File: src/rtl/riscv_div_issue_ctrl_pkg.sv
// Shared definitions for the divider issue controller.
// State encoding and RV32M divide opcode masks.
package riscv_div_issue_ctrl_pkg;

  typedef enum logic [1:0] {
    S_IDLE = 2'd0,
    S_BUSY = 2'd1,
    S_KILL = 2'd2,
    S_WB   = 2'd3
  } state_e;

  localparam logic [31:0] INST_DIV_MASK = 32'hFE00_707F;
  localparam logic [31:0] INST_DIV      = 32'h0200_4033;
  localparam logic [31:0] INST_DIVU     = 32'h0200_5033;
  localparam logic [31:0] INST_REM      = 32'h0200_6033;
  localparam logic [31:0] INST_REMU     = 32'h0200_7033;

  function automatic logic is_div_op(input logic [31:0] insn);
    logic [31:0] m;
    m = insn & INST_DIV_MASK;
    return (m == INST_DIV) || (m == INST_DIVU) ||
           (m == INST_REM) || (m == INST_REMU);
  endfunction

endpackage

File: src/rtl/riscv_div_issue_ctrl.sv
// Divider issue controller: launches one divide op, tracks its rd,
// returns the result on a valid/ready writeback port, handles flush/hang.
module riscv_div_issue_ctrl
  import riscv_div_issue_ctrl_pkg::*;
#(
  parameter int TIMEOUT_CYCLES = 48,
  parameter int TIMER_W        = 6
) (
  input  logic        clk,
  input  logic        rst_n,
  input  logic        issue_valid,
  output logic        issue_ready,
  input  logic [31:0] issue_opcode,
  input  logic [31:0] issue_pc,
  input  logic [4:0]  issue_rd,
  input  logic [4:0]  issue_ra,
  input  logic [4:0]  issue_rb,
  input  logic [31:0] issue_a,
  input  logic [31:0] issue_b,
  input  logic        flush,
  output logic        div_op_valid,
  output logic [31:0] div_op_code,
  output logic [31:0] div_op_pc,
  output logic        div_op_invalid,
  output logic [4:0]  div_op_rd,
  output logic [4:0]  div_op_ra,
  output logic [4:0]  div_op_rb,
  output logic [31:0] div_op_a,
  output logic [31:0] div_op_b,
  input  logic        div_res_valid,
  input  logic [31:0] div_res_out,
  output logic        wb_valid,
  input  logic        wb_ready,
  output logic [4:0]  wb_rd,
  output logic [31:0] wb_value,
  output logic [31:0] wb_pc,
  input  logic [4:0]  chk_ra,
  input  logic [4:0]  chk_rb,
  output logic        hazard,
  output logic        busy,
  output logic        err_timeout
);

  localparam logic [TIMER_W-1:0] TMO = TIMER_W'(TIMEOUT_CYCLES);

  state_e             state_q, state_d;
  logic [TIMER_W-1:0] timer_q, timer_d;
  logic               err_q, err_d;
  logic               op_valid_q, op_valid_d;
  logic [31:0]        op_code_q, op_code_d;
  logic [31:0]        op_pc_q, op_pc_d;
  logic [4:0]         op_rd_q, op_rd_d;
  logic [4:0]         op_ra_q, op_ra_d;
  logic [4:0]         op_rb_q, op_rb_d;
  logic [31:0]        op_a_q, op_a_d;
  logic [31:0]        op_b_q, op_b_d;
  logic [4:0]         wb_rd_q, wb_rd_d;
  logic [31:0]        wb_value_q, wb_value_d;
  logic [31:0]        wb_pc_q, wb_pc_d;
  logic               ready;
  logic               accept;
  logic               tmo_hit;
  logic               live;

  assign ready   = (state_q == S_IDLE) |
                   ((state_q == S_WB) & wb_ready & ~flush);
  assign accept  = issue_valid & ready & ~flush;
  assign tmo_hit = (timer_q == TMO);
  assign live    = (state_q == S_BUSY) | (state_q == S_WB);

  // Next-state, watchdog and capture logic.
  always_comb begin
    state_d    = state_q;
    timer_d    = timer_q;
    err_d      = err_q;
    op_valid_d = 1'b0;
    op_code_d  = op_code_q;
    op_pc_d    = op_pc_q;
    op_rd_d    = op_rd_q;
    op_ra_d    = op_ra_q;
    op_rb_d    = op_rb_q;
    op_a_d     = op_a_q;
    op_b_d     = op_b_q;
    wb_rd_d    = wb_rd_q;
    wb_value_d = wb_value_q;
    wb_pc_d    = wb_pc_q;
    unique case (state_q)
      S_IDLE: ;
      S_BUSY: begin
        timer_d = timer_q + 1'b1;
        if (tmo_hit) begin
          state_d = S_IDLE;
          err_d   = 1'b1;
        end else if (flush) begin
          state_d = div_res_valid ? S_IDLE : S_KILL;
        end else if (div_res_valid) begin
          if (op_rd_q == 5'd0) begin
            state_d = S_IDLE;
          end else begin
            state_d    = S_WB;
            wb_rd_d    = op_rd_q;
            wb_pc_d    = op_pc_q;
            wb_value_d = div_res_out;
          end
        end
      end
      S_KILL: begin
        timer_d = timer_q + 1'b1;
        if (tmo_hit) begin
          state_d = S_IDLE;
          err_d   = 1'b1;
        end else if (div_res_valid) begin
          state_d = S_IDLE;
        end
      end
      S_WB: begin
        if (flush) begin
          state_d = S_IDLE;
        end else if (wb_ready) begin
          state_d = S_IDLE;
        end
      end
      default: state_d = S_IDLE;
    endcase
    if (accept) begin
      state_d    = S_BUSY;
      timer_d    = '0;
      op_valid_d = 1'b1;
      op_code_d  = issue_opcode;
      op_pc_d    = issue_pc;
      op_rd_d    = issue_rd;
      op_ra_d    = issue_ra;
      op_rb_d    = issue_rb;
      op_a_d     = issue_a;
      op_b_d     = issue_b;
    end
  end

  // State and data registers with synchronous reset.
  always_ff @(posedge clk) begin
    if (rst_n) begin
      state_q    <= S_IDLE;
      timer_q    <= '0;
      err_q      <= 1'b0;
      op_valid_q <= 1'b0;
      op_code_q  <= '0;
      op_pc_q    <= '0;
      op_rd_q    <= '0;
      op_ra_q    <= '0;
      op_rb_q    <= '0;
      op_a_q     <= '0;
      op_b_q     <= '0;
      wb_rd_q    <= '0;
      wb_value_q <= '0;
      wb_pc_q    <= '0;
    end else begin
      state_q    <= state_d;
      timer_q    <= timer_d;
      err_q      <= err_d;
      op_valid_q <= op_valid_d;
      op_code_q  <= op_code_d;
      op_pc_q    <= op_pc_d;
      op_rd_q    <= op_rd_d;
      op_ra_q    <= op_ra_d;
      op_rb_q    <= op_rb_d;
      op_a_q     <= op_a_d;
      op_b_q     <= op_b_d;
      wb_rd_q    <= wb_rd_d;
      wb_value_q <= wb_value_d;
      wb_pc_q    <= wb_pc_d;
    end
  end

  assign issue_ready    = ready;
  assign div_op_valid   = op_valid_q;
  assign div_op_code    = op_code_q;
  assign div_op_pc      = op_pc_q;
  assign div_op_invalid = 1'b0;
  assign div_op_rd      = op_rd_q;
  assign div_op_ra      = op_ra_q;
  assign div_op_rb      = op_rb_q;
  assign div_op_a       = op_a_q;
  assign div_op_b       = op_b_q;
  assign wb_valid       = (state_q == S_WB);
  assign wb_rd          = wb_rd_q;
  assign wb_value       = wb_value_q;
  assign wb_pc          = wb_pc_q;
  assign busy           = (state_q != S_IDLE);
  assign err_timeout    = err_q;
  assign hazard         = live & (op_rd_q != 5'd0) &
                          ((op_rd_q == chk_ra) | (op_rd_q == chk_rb));

endmodule

File: config.mk
export PLATFORM = sky130hd
export DESIGN_NAME = riscv_div_issue_ctrl
export DESIGN_NICKNAME = d
export VERILOG_FILES = /design/src/rtl/riscv_div_issue_ctrl_pkg.sv /design/src/rtl/riscv_div_issue_ctrl.sv
export SDC_FILE = /design/constraint.sdc
export NUM_CORES = 1
export LEC_CHECK = 0
export ABC_AREA = 0
export CORE_AREA = 3 3 160 162
export CTS_BUF_LIST = sky130_fd_sc_hd__clkbuf_4 sky130_fd_sc_hd__clkbuf_8
export DETAILED_ROUTE_END_ITERATION = 12
export DIE_AREA = 0 0 163 165
export GPL_ROUTABILITY_DRIVEN = 1
export PLACE_DENSITY = 0.7
export SYNTH_ARGS = -nofsm -noshare
export SYNTH_HDL_FRONTEND = slang
export SYNTH_SLANG_ARGS = --single-unit
File: constraint.sdc
create_clock -name clk -period 2.3 [get_ports clk]
set_input_delay 0.345 -clock clk [delete_from_list [all_inputs] [get_ports clk]]
set_output_delay 0.345 -clock clk [all_outputs]
set_load 0.005 [all_outputs]
## After elaboration in Yosys (flattened, before gate mapping)

Index checks and enable logic that the tools add are counted.

- Register bits after elaboration: 222

- Muxes and demuxes: 12
- Add/subtract/negate cells: 1
- Reduce and logical (&&, ||, !) cells: 12
- Equality and inequality tests: 12
- Bitwise gates (word level): 12

Operators by type and width:

| kind | count |
|---|---|
| 2-bit two-way mux | 9 |
| 5-bit == test | 2 |
| 4-bit != test, second input constant | 2 |
| 4-bit AND reduction | 2 |
| 6-bit by 1-bit adder with 6-bit output, second input constant | 1 |
| 1-bit bitwise AND | 6 |
| 6-bit == test, second input constant | 1 |
| 2-bit one-hot mux with 3 select lines | 1 |
| 5-bit logical NOT | 1 |
| 5-bit != test, second input constant | 1 |
| 5-bit AND reduction | 1 |
| 5-bit nonzero test | 1 |
| 2-bit == test, second input constant | 2 |
| 4-bit by 2-bit != test with 1-bit output, second input constant | 1 |
| 4-bit nonzero test | 1 |
| 2-bit OR reduction | 2 |
| 3-bit by 2-bit != test with 1-bit output, second input constant | 1 |
| 3-bit != test, second input constant | 1 |
| 1-bit NOT | 3 |
| 1-bit OR | 3 |
| 3-bit nonzero test | 1 |
| 2-bit by 1-bit == test with 1-bit output, second input constant | 1 |
| 2-bit logical NOT | 1 |
| 1-bit two-way mux | 2 |
| 2 further kinds | 2 |

## Depth between registers and ports, before layout

Gate-level depths: netlist (run 1).

- Depth in word-level cells: 8
- Depth in mapped cells: 9
- Depth with buffers taken out: 6

## Worst setup path before layout (run 1)

Ideal clock, no wire load.

- Kind: register to register
- From: reg state_q[0]
- To: reg op_a_q[0], in the netlist div_op_a[0]
- Cell stages (with the launch flop): 8
- Clock period less this slack: 1.849 ns
- Path buffers: 2
- Setup slack: 0.451 ns
- Arrival: 1.717 ns
- Data required time: 2.168 ns
- Cell sequence: dfxtp_1 -> ha_1 -> a21oi_1 -> or3b_2 -> clkbuf_1 -> clkbuf_1 -> nand2_1 -> a21oi_1

- Word-level cells in the longest chain between the ends: 6

RTL lines:

| item | line | text |
|---|---|---|
| from (decl) | riscv_div_issue_ctrl.sv:46 | `state_e state_q, state_d;` |
| from (signal assigned) | riscv_div_issue_ctrl.sv:157 | `state_q <= state_d;` |
| 2-bit == test | n/a |  |
| net wb_valid | riscv_div_issue_ctrl.sv:32 | `output logic wb_valid,` |
| 1-bit bitwise AND (2 in series) | riscv_div_issue_ctrl.sv:66 | `((state_q == S_WB) & wb_ready & ~flush);` |
| 1-bit OR | riscv_div_issue_ctrl.sv:65 | `assign ready = (state_q == S_IDLE) \|` |
| 1-bit bitwise AND (2 in series) | riscv_div_issue_ctrl.sv:67 | `assign accept = issue_valid & ready & ~flush;` |
| to (signal assigned) | riscv_div_issue_ctrl.sv:166 | `op_a_q <= op_a_d;` |
| to (decl) | riscv_div_issue_ctrl.sv:55 | `logic [31:0] op_a_q, op_a_d;` |

The timed path passes the listed nets, and every way through them passes these cells.
A chain may end at the register's enable or synchronous reset.

## Final worst setup path (run 1)

- From: reg op_rd_q[1], in the netlist div_op_rd[1]
- To: out hazard

- Word-level cells in the longest chain between the ends: 3

RTL lines:

| item | line | text |
|---|---|---|
| from (decl) | riscv_div_issue_ctrl.sv:52 | `logic [4:0] op_rd_q, op_rd_d;` |
| from (signal assigned) | riscv_div_issue_ctrl.sv:163 | `op_rd_q <= op_rd_d;` |
| 5-bit == test or 5-bit nonzero test (tied branches) | riscv_div_issue_ctrl.sv:191, riscv_div_issue_ctrl.sv:190 |  |
| 1-bit OR or 1-bit bitwise AND (tied branches) | riscv_div_issue_ctrl.sv:191, riscv_div_issue_ctrl.sv:190 |  |
| 1-bit bitwise AND * | riscv_div_issue_ctrl.sv:190 | `assign hazard = live & (op_rd_q != 5'd0) &` |
| to (decl) | riscv_div_issue_ctrl.sv:39 | `output logic hazard,` |

Every way passes the cells marked *; elsewhere a longest branch is shown, timed or not.

==> results.md, run 1 <==
- Status: finished, final reports clean
- P_leak: roughly 4.7 nW
- Worst EP arrival: between 1.5 and 2 ns
- Switching share of power: between 20% and 30%
- Logic pwr share: 16.9%
- Die height: between 150 and 200 µm
- Most frequent cell after synthesis: nand2_1
- WL final: ~31000 µm
- Fin. Hold Viols: 0
- Reg2Reg Launch Point: div_op_rd[1]$_SDFFE_PP0P_
- Worst-Skew Late Latency: approximately 0.52 ns
- Max Cap Violations: 0
- Dpl cell area: 12890 µm²
- Via count: 8912
- Initial antenna violation count: 1
- PwrDens: ~690 nW/µm²
- Worst hold path startpoint: rst_n
- Final-report max-slew violation count: 0
- Sequential fraction of the synthesis area: 52.13%
- Distinct cell type count of the synthesized netlist: 38
- Final Non-Filler Cells: around 1800
- # rows: 57
- Post-Syn Area: 8526 µm²
- Vias per inst: 5.052
- Syn Inst Count: 1046
- Post-route design area: ~14000 µm²
- TritonRoute pass-1 iters: 5
- Core area: approximately 24000 µm²
- First-pass GRT wire length: about 47000 µm
- DP Cell Count: approximately 1700
- Clk buf depth: 3
- Clock transition at path regs: 0.06 ns
- Sequential share of power: between 40% and 50%
- Yosys Warn Count: 0
- Avg Inst Size Synth: 8.151 µm²
- Critical path required time: just under 2 ns
- P&R area growth vs syn: 60.95%
- Net count after synthesis: roughly 1200
- Worst r2r dst: wb_pc[13]$_SDFFE_PP0P_
- I/O pins: slightly above 400
- Hold endpoint: div_op_code[3]$_SDFFE_PP0P_
- Pin count of the biggest net entering global routing: between 90 and 100
- Die area: around 27000 µm²
- Ys async rst share: 0%
- Routed Antenna Nets: 0
- Power Internal: roughly 7.0 mW
- Worst Tran Pin Value: 0.5925 ns
- CTS Root Cell: clkbuf_8
- Post-synth EDFFs: 0
- DRC errors left: 0
- Fin nets: 1613
- Ys flop type: dfxtp_1
- Vias in the first global route: between 8000 and 9000
- RSZ-0062 raised after global routing: false
- Setup crit end kind: output port
- I/O Buffers: 408
- # diodes: 0
- Share of post-route cells with drive strength above 1: just under 8%
- Final period utilization: around 97%
- Drt wl/cell: around 18 µm
- FMAX: ~450 MHz
- Final clock skew: approximately 0.013 ns
- Worst hold path type: in2reg
- CTS hold repair buffers: 0
- Dpl hpwl: about 21000 µm
- GP Congestion: around 0.86
- Dominant cell type by area after synthesis: dfxtp_1
- H-Tree Depth: 2
- Grt ovf: 0
- Main area contributors after synthesis: dfxtp_1 (52%), nand2_1 (13%), a21oi_1 (13%), o31ai_1 (6.1%), nand4_1 (5.1%)
- # setup viols final: 0
- Clock buffer count from CTS: 40
- Initial Utilization: 35.16%
- Worst VDD drop: approximately 0.47 mV
- Clock network power share: about two fifths
- Hold path cells: 2
- GR Util All Layers: 21.83%
- Worst Reg2Reg Path Length in Cells: 6
- Post-synthesis register bit count: about 220
- WS Path Type: reg2out
- CTS tree: done
- Crit-path max FO: 4
- Sw power: ~2.4 mW
- Startpoint types: flip-flop
- Total Power: approximately 9.4 mW
- Max_slew headroom: about three fifths
- DR iter-0 viols: 540
- Yosys top cell area share: between 50% and 60%
- R2R setup slack: about 0.32 ns
- Crit path time final: between 2 and 2.5 ns
- Clk sinks: ~220
- Width of the die: roughly 160 µm
- Most common library cells after synthesis: nand2_1 (293), dfxtp_1 (222), a21oi_1 (215)
[per-layer routing]
layer / part of all wire (%) / GRT usage, % / vias to the layer above
li1: - / - / 4348
met1: 39 / 25.76 / 4148
met2: 48 / 36.40 / 355
met3: 9.5 / 8.227 / 59
met4: 3.0 / 7.843 / 2
met5: 0.042 / 0 / -
[cell families after synthesis]
| logic type | count (synthesis) | share of synthesized area (%) |
|---|---|---|
| compound gates | 294 | 19.53 |
| mux | 1 | 0.1174 |
| buf+inv | 111 | 5.562 |
| fa+ha+maj | 6 | 0.8805 |
| xor+xnor | 15 | 1.541 |
| other cells | 1 | 0.04398 |
| flops | 222 | 52.13 |
| simple gates | 396 | 20.19 |
[how the worst max path moves through the flow]
| stage | start | end | slack, ns | cells past startpoint |
|---|---|---|---|---|
| final | div_op_rd[1]$_SDFFE_PP0P_ | hazard | 0.08 | 4 |
| after global routing | state_q[1]$_SDFFE_PP0P_ | issue_ready | 0.01 | 5 |
| after CTS | div_op_rd[0]$_SDFFE_PP0P_ | hazard | 0.002 | 4 |
| after detailed placement | chk_ra[1] | hazard | -0.03 | 6 |
| after global placement | chk_ra[1] | hazard | 0.005 | 6 |
| after floorplan | state_q[0]$_SDFFE_PP0P_ | div_op_a[0]$_SDFFE_PP0P_ | 0.45 | 7 |
[state kept, by name (all words and copies together), names as in the netlist, 6 cells and up]
name         count
div_op_code     32
timer_q          6
div_op_pc       32
wb_pc           32
wb_value        32
div_op_a        32
div_op_b        32
[final cells by class]
cell class	instances	area [µm²]
Clock buffer	66	795.8
Fill cell	2186	10530
Inverter	6	22.52
Multi-Input combinational cell	713	3649
Sequential cell	222	4453
Tap cell	324	405.4
Timing Repair Buffer	433	4397
[cells in the final DEF, fill, tap and decap left out, types with 2 or more instances in the layout]
cell type	instances
xor2_1	9
xnor2_1	6
nand2_1	292
a21oi_1	215
nor2_4	2
clkdlybuf4s50_1	406
clkbuf_4	18
o21ai_0	3
nand4_1	69
or2_2	2
buf_12	10
ha_1	5
nand3_1	5
nor2_1	13
buf_4	15
clkbuf_8	48
dfxtp_1	215
dfxtp_2	7
inv_1	6
nand2b_1	3
o31ai_1	69
[worst max-delay path, cell delays in order, from the launching register on]
cell and delay [ns]:
dfxtp_2 0.35, or4_4 0.56, nor2_4 0.13, a211oi_1 0.05, dlygate4sd2_1 0.28
[through the flow]
stage                     hold WS [ns]   TNS, ns  setup slack (ns)  util (%)
after CTS                       0.2573         0          0.002476     56.52
after global placement          0.4409         0          0.005177     53.14
after detailed placement        0.4457  -0.03225          -0.03225     53.14
after global routing            0.2925         0           0.01112     56.59
after floorplan                 0.4527         0            0.4506         -
final                           0.2802         0           0.07749     56.59
[what timing repair did]
item	CTS	global route
buffers inserted	1	1
pin swaps	1	1
setup endpoints to repair	2	3
resized for setup	7	4
[power groups by stage]
stage | sequential, mW | combinational, mW | clock [mW]
global placement | 4.21 | 1.58 | 0
detailed placement | 4.22 | 1.58 | 0
CTS | 4.14 | 1.60 | 3.84
floorplan | 4.22 | 0.665 | 0
global route | 4.16 | 1.73 | 4.02
finish | 4.14 | 1.60 | 3.71
Power figures use the tool's default switching activity.
==> run 2, diff against run 1 <==
Settings changed: TNS_END_PERCENT set to 100.
==> results of run 2 <==
The final DEF is identical to that of run 1; final timing and power are the same.
==> RTL edit 1, RTL diff (flow settings as in run 2) <==
Encoding of `state_e`: now Gray code (2 bits for 4 states).
--- a/src/rtl/riscv_div_issue_ctrl_pkg.sv
+++ b/src/rtl/riscv_div_issue_ctrl_pkg.sv
@@ -4,8 +4,8 @@
 
   typedef enum logic [1:0] {
-    S_IDLE = 2'd0,
-    S_BUSY = 2'd1,
-    S_KILL = 2'd2,
-    S_WB   = 2'd3
+    S_IDLE = 2'b00,
+    S_BUSY = 2'b01,
+    S_KILL = 2'b11,
+    S_WB   = 2'b10
   } state_e;
 
Check against the original RTL: no difference found for any inputs over 4 cycles, from zero or initial values and one cycle with rst_n high; so few cycles prove little.
==> RTL edit 1 against run 2 <==
- die area stayed put
- final cell count fell by 0.45%
- largest power group unchanged
- count of clock-buffer cells in the layout is 6 lower
- hold slack got worse by 73 ps
- routed wire length is 11% lower
- combinational power fell by 13%
- sequential cell count did not move
- total power fell by 4.0%
- largest cell class unchanged
- area after synthesis up 1.2%
- global-route usage decreased by 2.5 points
- clock skew barely moved
- setup slack better by 30 ps
- final area increased by 1.4%
==> RTL edit 1: results (changes against run 2) <==
stage,metric,value,unit,change
placement,gpl congestion,0.789,,-8.2%
critical_path,arrival time at the worst endpoint,1850,ps,-30 ps
drt,DR iter-0 viols,483,,-11%
global_routing,first-pass GRT wire length,42.1,mm,-11%
synth,sequential element share of the synthesized area,51.5,%,-0.62 points
pwr,Net Switching,2.21,mW,-9.6%
placement,Placed Area,0.0131,mm²,+2.0%
pwr,peak supply drop,0.459,mV,-2.4%
synth,synth unique cells,34,,-11%
synth,Post-synth top cells,"292 x nand2_1, 222 x dfxtp_1, 148 x a21oi_1",,
placement,dpl cells,1694,,-0.12%
cells_and_area,layout cells sized above 1,6.77,%,-1.0 points
global_routing,GRT Util Overall,19.4,%,-2.5 points
placement,Final HPWL DP,19.8,mm,-5.0%
global_routing,largest net degree at the start of global routing,76,,-20%
critical_path,worst reg-to-reg path cell count,8,,+2
clock_network,total CTS buffers,40,,unchanged
clock_network,"CTS clk-pin slew, worst paths",50,ps,
cells_and_area,storage element area,0.00445,mm²,-0.17%
critical_path,reg2reg setup slack,300,ps,-20 ps
cells_and_area,FILL cells,2180,,-0.27%
placement,pre-CTS setup slack,99.7,ps,+132 ps
sta,Hold WS,207,ps,-73.2 ps
global_routing,initial antenna violation count,0,,-1
status,status,finished clean,,
min_path,hold endpoint,div_op_rb[2],,
drt,drt wl/cell,15.7,µm,-11%
cells_and_area,final net count,1609,,-0.25%
synth,Synth area leaders,"dfxtp_1 52%, nand2_1 13%, nand2b_1 10%, a21oi_1 8.6%, mux2i_1 8.0%",,
synth,Synth Area per Inst,8.54,µm²,+4.8%
pwr,share of total power in sequential cells,45.4,%,+1.6 points
cells_and_area,final std cells w/o fill,1756,,-0.45%
clock_network,Post-CTS Setup Inserts,0,,-1
drt,vias,8125,,-8.8%
pwr,leakage,4.87,nW,+3.4%
synth,Synthesized Nets,1207,,-2.9%
global_routing,vias in the first global route,7900,,-7.8%
[RTL edit 1: changes by cell type after synthesis, moves of 17 or more]
cell             run 2  this run
a21oi_1            215       148
mux2i_1              1        69
nand2b_1             3       140
clkbuf_1            74        57
o31ai_1             69         2
nand4_1             69         1
[RTL edit 1: metal layers]
| metal | GRT usage [%] | vias up | part of all wire [%] |
|---|---|---|---|
| li1 | - | 4048 | - |
| met2 | 32.5 | 333 | 47 |
| met1 | 22.5 | 3685 | 40 |
| met3 | 7.60 | 59 | 9.9 |
| met4 | 6.77 | 0 | 3.0 |
| met5 | 0 | - | 0 |
[RTL edit 1: repair_timing]
item | in CTS | in global routing
hold buffers | 0 | 0
setup endpoints to repair | 2 | 1
gates resized for setup | 5 | 2
[RTL edit 1: worst max-delay path by stage]
| stage | slack (ps) | depth (start not counted) | end |
|---|---|---|---|
| finish | 110 | 4 | hazard |
| global route | 9 | 5 | issue_ready |
| CTS | 30 | 5 | issue_ready |
| detailed placement | 100 | 6 | hazard |
| global placement | 100 | 6 | hazard |
| floorplan | 440 | 9 | wb_rd[0] |
[RTL edit 1: kinds of logic after synthesis]
group	after synthesis	share of synthesized area, %
AO/OA/AOI/OAI	158	9.43
XOR/XNOR	15	1.52
adder cells (fa/ha/maj)	6	0.870
buffers and inverters	79	3.92
flip-flops	222	51.5
multiplexers	69	8.00
other	1	0.0435
AND/OR/NAND/NOR	460	24.7
[RTL edit 1: critical path, stage by stage (launching register included)]
cell           delay (ps)
dfxtp_1               360
or4_4                 520
o21ai_2               150
a21oi_1                50
dlygate4sd2_1         260
[RTL edit 1: area by class of cell]
class                      instances  share of cell area (%)
multi-input combinational        709                    27.9
sequential                       222                    32.0
clock buffer                      60                    5.31
clock inverter                     2                  0.0900
timing repair buffer             433                    31.7
tap                              324                    2.91
inverter                           6                   0.162
==> RTL edit 2, RTL diff (flow settings as in run 2) <==
Without the edit above. Set the parameter `TIMER_W` to 7 (it was 6).
--- a/src/rtl/riscv_div_issue_ctrl.sv
+++ b/src/rtl/riscv_div_issue_ctrl.sv
@@ -5,5 +5,5 @@
 #(
   parameter int TIMEOUT_CYCLES = 48,
-  parameter int TIMER_W        = 6
+  parameter int TIMER_W        = 7
 ) (
   input  logic        clk,
Formal check against the unedited RTL: same outputs for any inputs over 4 cycles, from zero or initial values and one cycle with rst_n high; that may be too few to reach the edited logic, so the function may still have changed.
==> RTL edit 2 against run 2 <==
- area after synthesis down 2.4%
- largest cell class unchanged
- core utilization shrank 0.25 points
- setup slack gained 5.8 ps
- clock power increased by 9.4%
- critical path depth did not move
- final area shrank 0.45%
- sequential power barely moved
- clock skew grew 4.6 ps
- routed wire length fell by 7.6%
- via count is 3.8% lower
- total power is 3.4% higher
- critical endpoint is now issue_ready
- critical path type unchanged
- sequential cell count rose by 1
==> RTL edit 2: results (changes against run 2) <==
stage,metric,value,unit,change
synth,sequential element share of the synthesized area,53.7,%,+1.5 points
drt,DR WL met2,14.0,mm,-6.6%
clock_network,total CTS buffers,42,,+5.0%
synth,"EDFF count, synth",0,,unchanged
synth,Synth area leaders,"dfxtp_1 54%, nand2_1 13%, a21oi_1 13%, nand3_1 4.3%, o21ai_0 3.8%",,
cells_and_area,final net count,1617,,+0.25%
drt,WL met1,11.1,mm,-8.9%
cells_and_area,layout cells sized above 1,7.81,%,+0.037 points
synth,XOR/XNOR Fraction of Synth Area,1.68,%,+0.14 points
drt,1st-pass router iterations,7,,+2
global_routing,first-pass GRT wire length,44.0,mm,-7.1%
cells_and_area,FILL cells,2215,,+1.3%
sta,Setup Skew,17.6,ps,+4.64 ps
pwr,leakage,4.79,nW,+1.7%
cells_and_area,final std cells w/o fill,1770,,+0.34%
clock_network,worst skew pair latency,520,ps,about the same
global_routing,met3 GRT Util,7.88,%,-0.35 points
global_routing,largest net degree at the start of global routing,79,,-17%
placement,gpl congestion,0.810,,-5.7%
placement,pre-CTS setup slack,106,ps,+139 ps
global_routing,met1 Resource Use GR,22.5,%,-3.3 points
pwr,peak supply drop,0.647,mV,+38%
critical_path,"CP delay by family, top",buffers and inverters,,
global_routing,GRT Util Overall,20.0,%,-1.8 points
drt,drt total wl,28.7,mm,-7.6%
pwr,Pwr Total,9.77,mW,+3.4%
critical_path,critical path peak fanout,8,,+4
critical_path,CP max stage cell,clkdlybuf4s50_1,,
drt,Vias/cell,4.84,,-4.1%
pwr,P_clk,4.06,mW,+9.4%
placement,dpl cells,1699,,+0.18%
placement,Final HPWL DP,19.9,mm,-4.2%
synth,Synth Area in Adders,0.903,%,+0.022 points
clock_network,post_cts resized,10,,+3
drt,met3 WL,2.85,mm,-3.3%
critical_path,arrival time at the worst endpoint,1870,ps,
drt,top sig layer,met5,,
drt,DR iter-0 viols,465,,-14%
synth,multiplexer area fraction after synthesis,0.241,%,+0.12 points
synth,Post-synth top cells,"291 x nand2_1, 223 x dfxtp_1, 216 x a21oi_1",,
placement,I/O Buffers,408,,unchanged
synth,Syn Inst Count,1034,,-1.1%
synth,synth unique cells,39,,+2.6%
global_routing,vias in the first global route,8380,,-2.2%
pwr,seq pwr,4.15,mW,about the same
global_routing,met2 usage,34.6,%,-1.8 points
placement,Placed Area,0.0127,mm²,-1.3%
synth,Compound-Gate Fraction of Synth Area,18.8,%,-0.75 points
pwr,cell-internal power,7.35,mW,+5.0%
synth,Synthesized Nets,1231,,-0.97%
status,status,finished clean,,
[RTL edit 2: changes by cell type in the layout (fill, tap and decap cells not counted), sizes merged, moves of 2 or more]
| cell | change |
|---|---|
| nand4 | -67 |
| nand2b | -2 |
| o21a | +2 |
| clkinv | +2 |
| or2 | -2 |
| nand3 | +66 |
| nand2 | -2 |
| o21ai | +70 |
| o31ai | -69 |
[RTL edit 2: path summary, 6_finish.rpt]
path / from / endpoint / slack [ps] / cells after the start
min reg2reg: div_op_a[22] / div_op_a[22] / 450 / 2
min: rst_n / err_timeout / 190 / 2
max: state_q[0] / issue_ready / 80 / 4
max reg2reg: div_op_rd[0] / wb_value[9] / 270 / 6
[RTL edit 2: final cells by class]
class                   count  area [µm²]  share of cell area, %
flip-flops and latches    223        4470                   32.7
repair buffers            434        4430                   32.4
multi-input cells         713        3420                   25.1
clock buffers              67         866                   6.34
well taps                 324         405                   2.97
clock inverters             3        40.0                  0.293
inverters                   6        22.5                  0.165
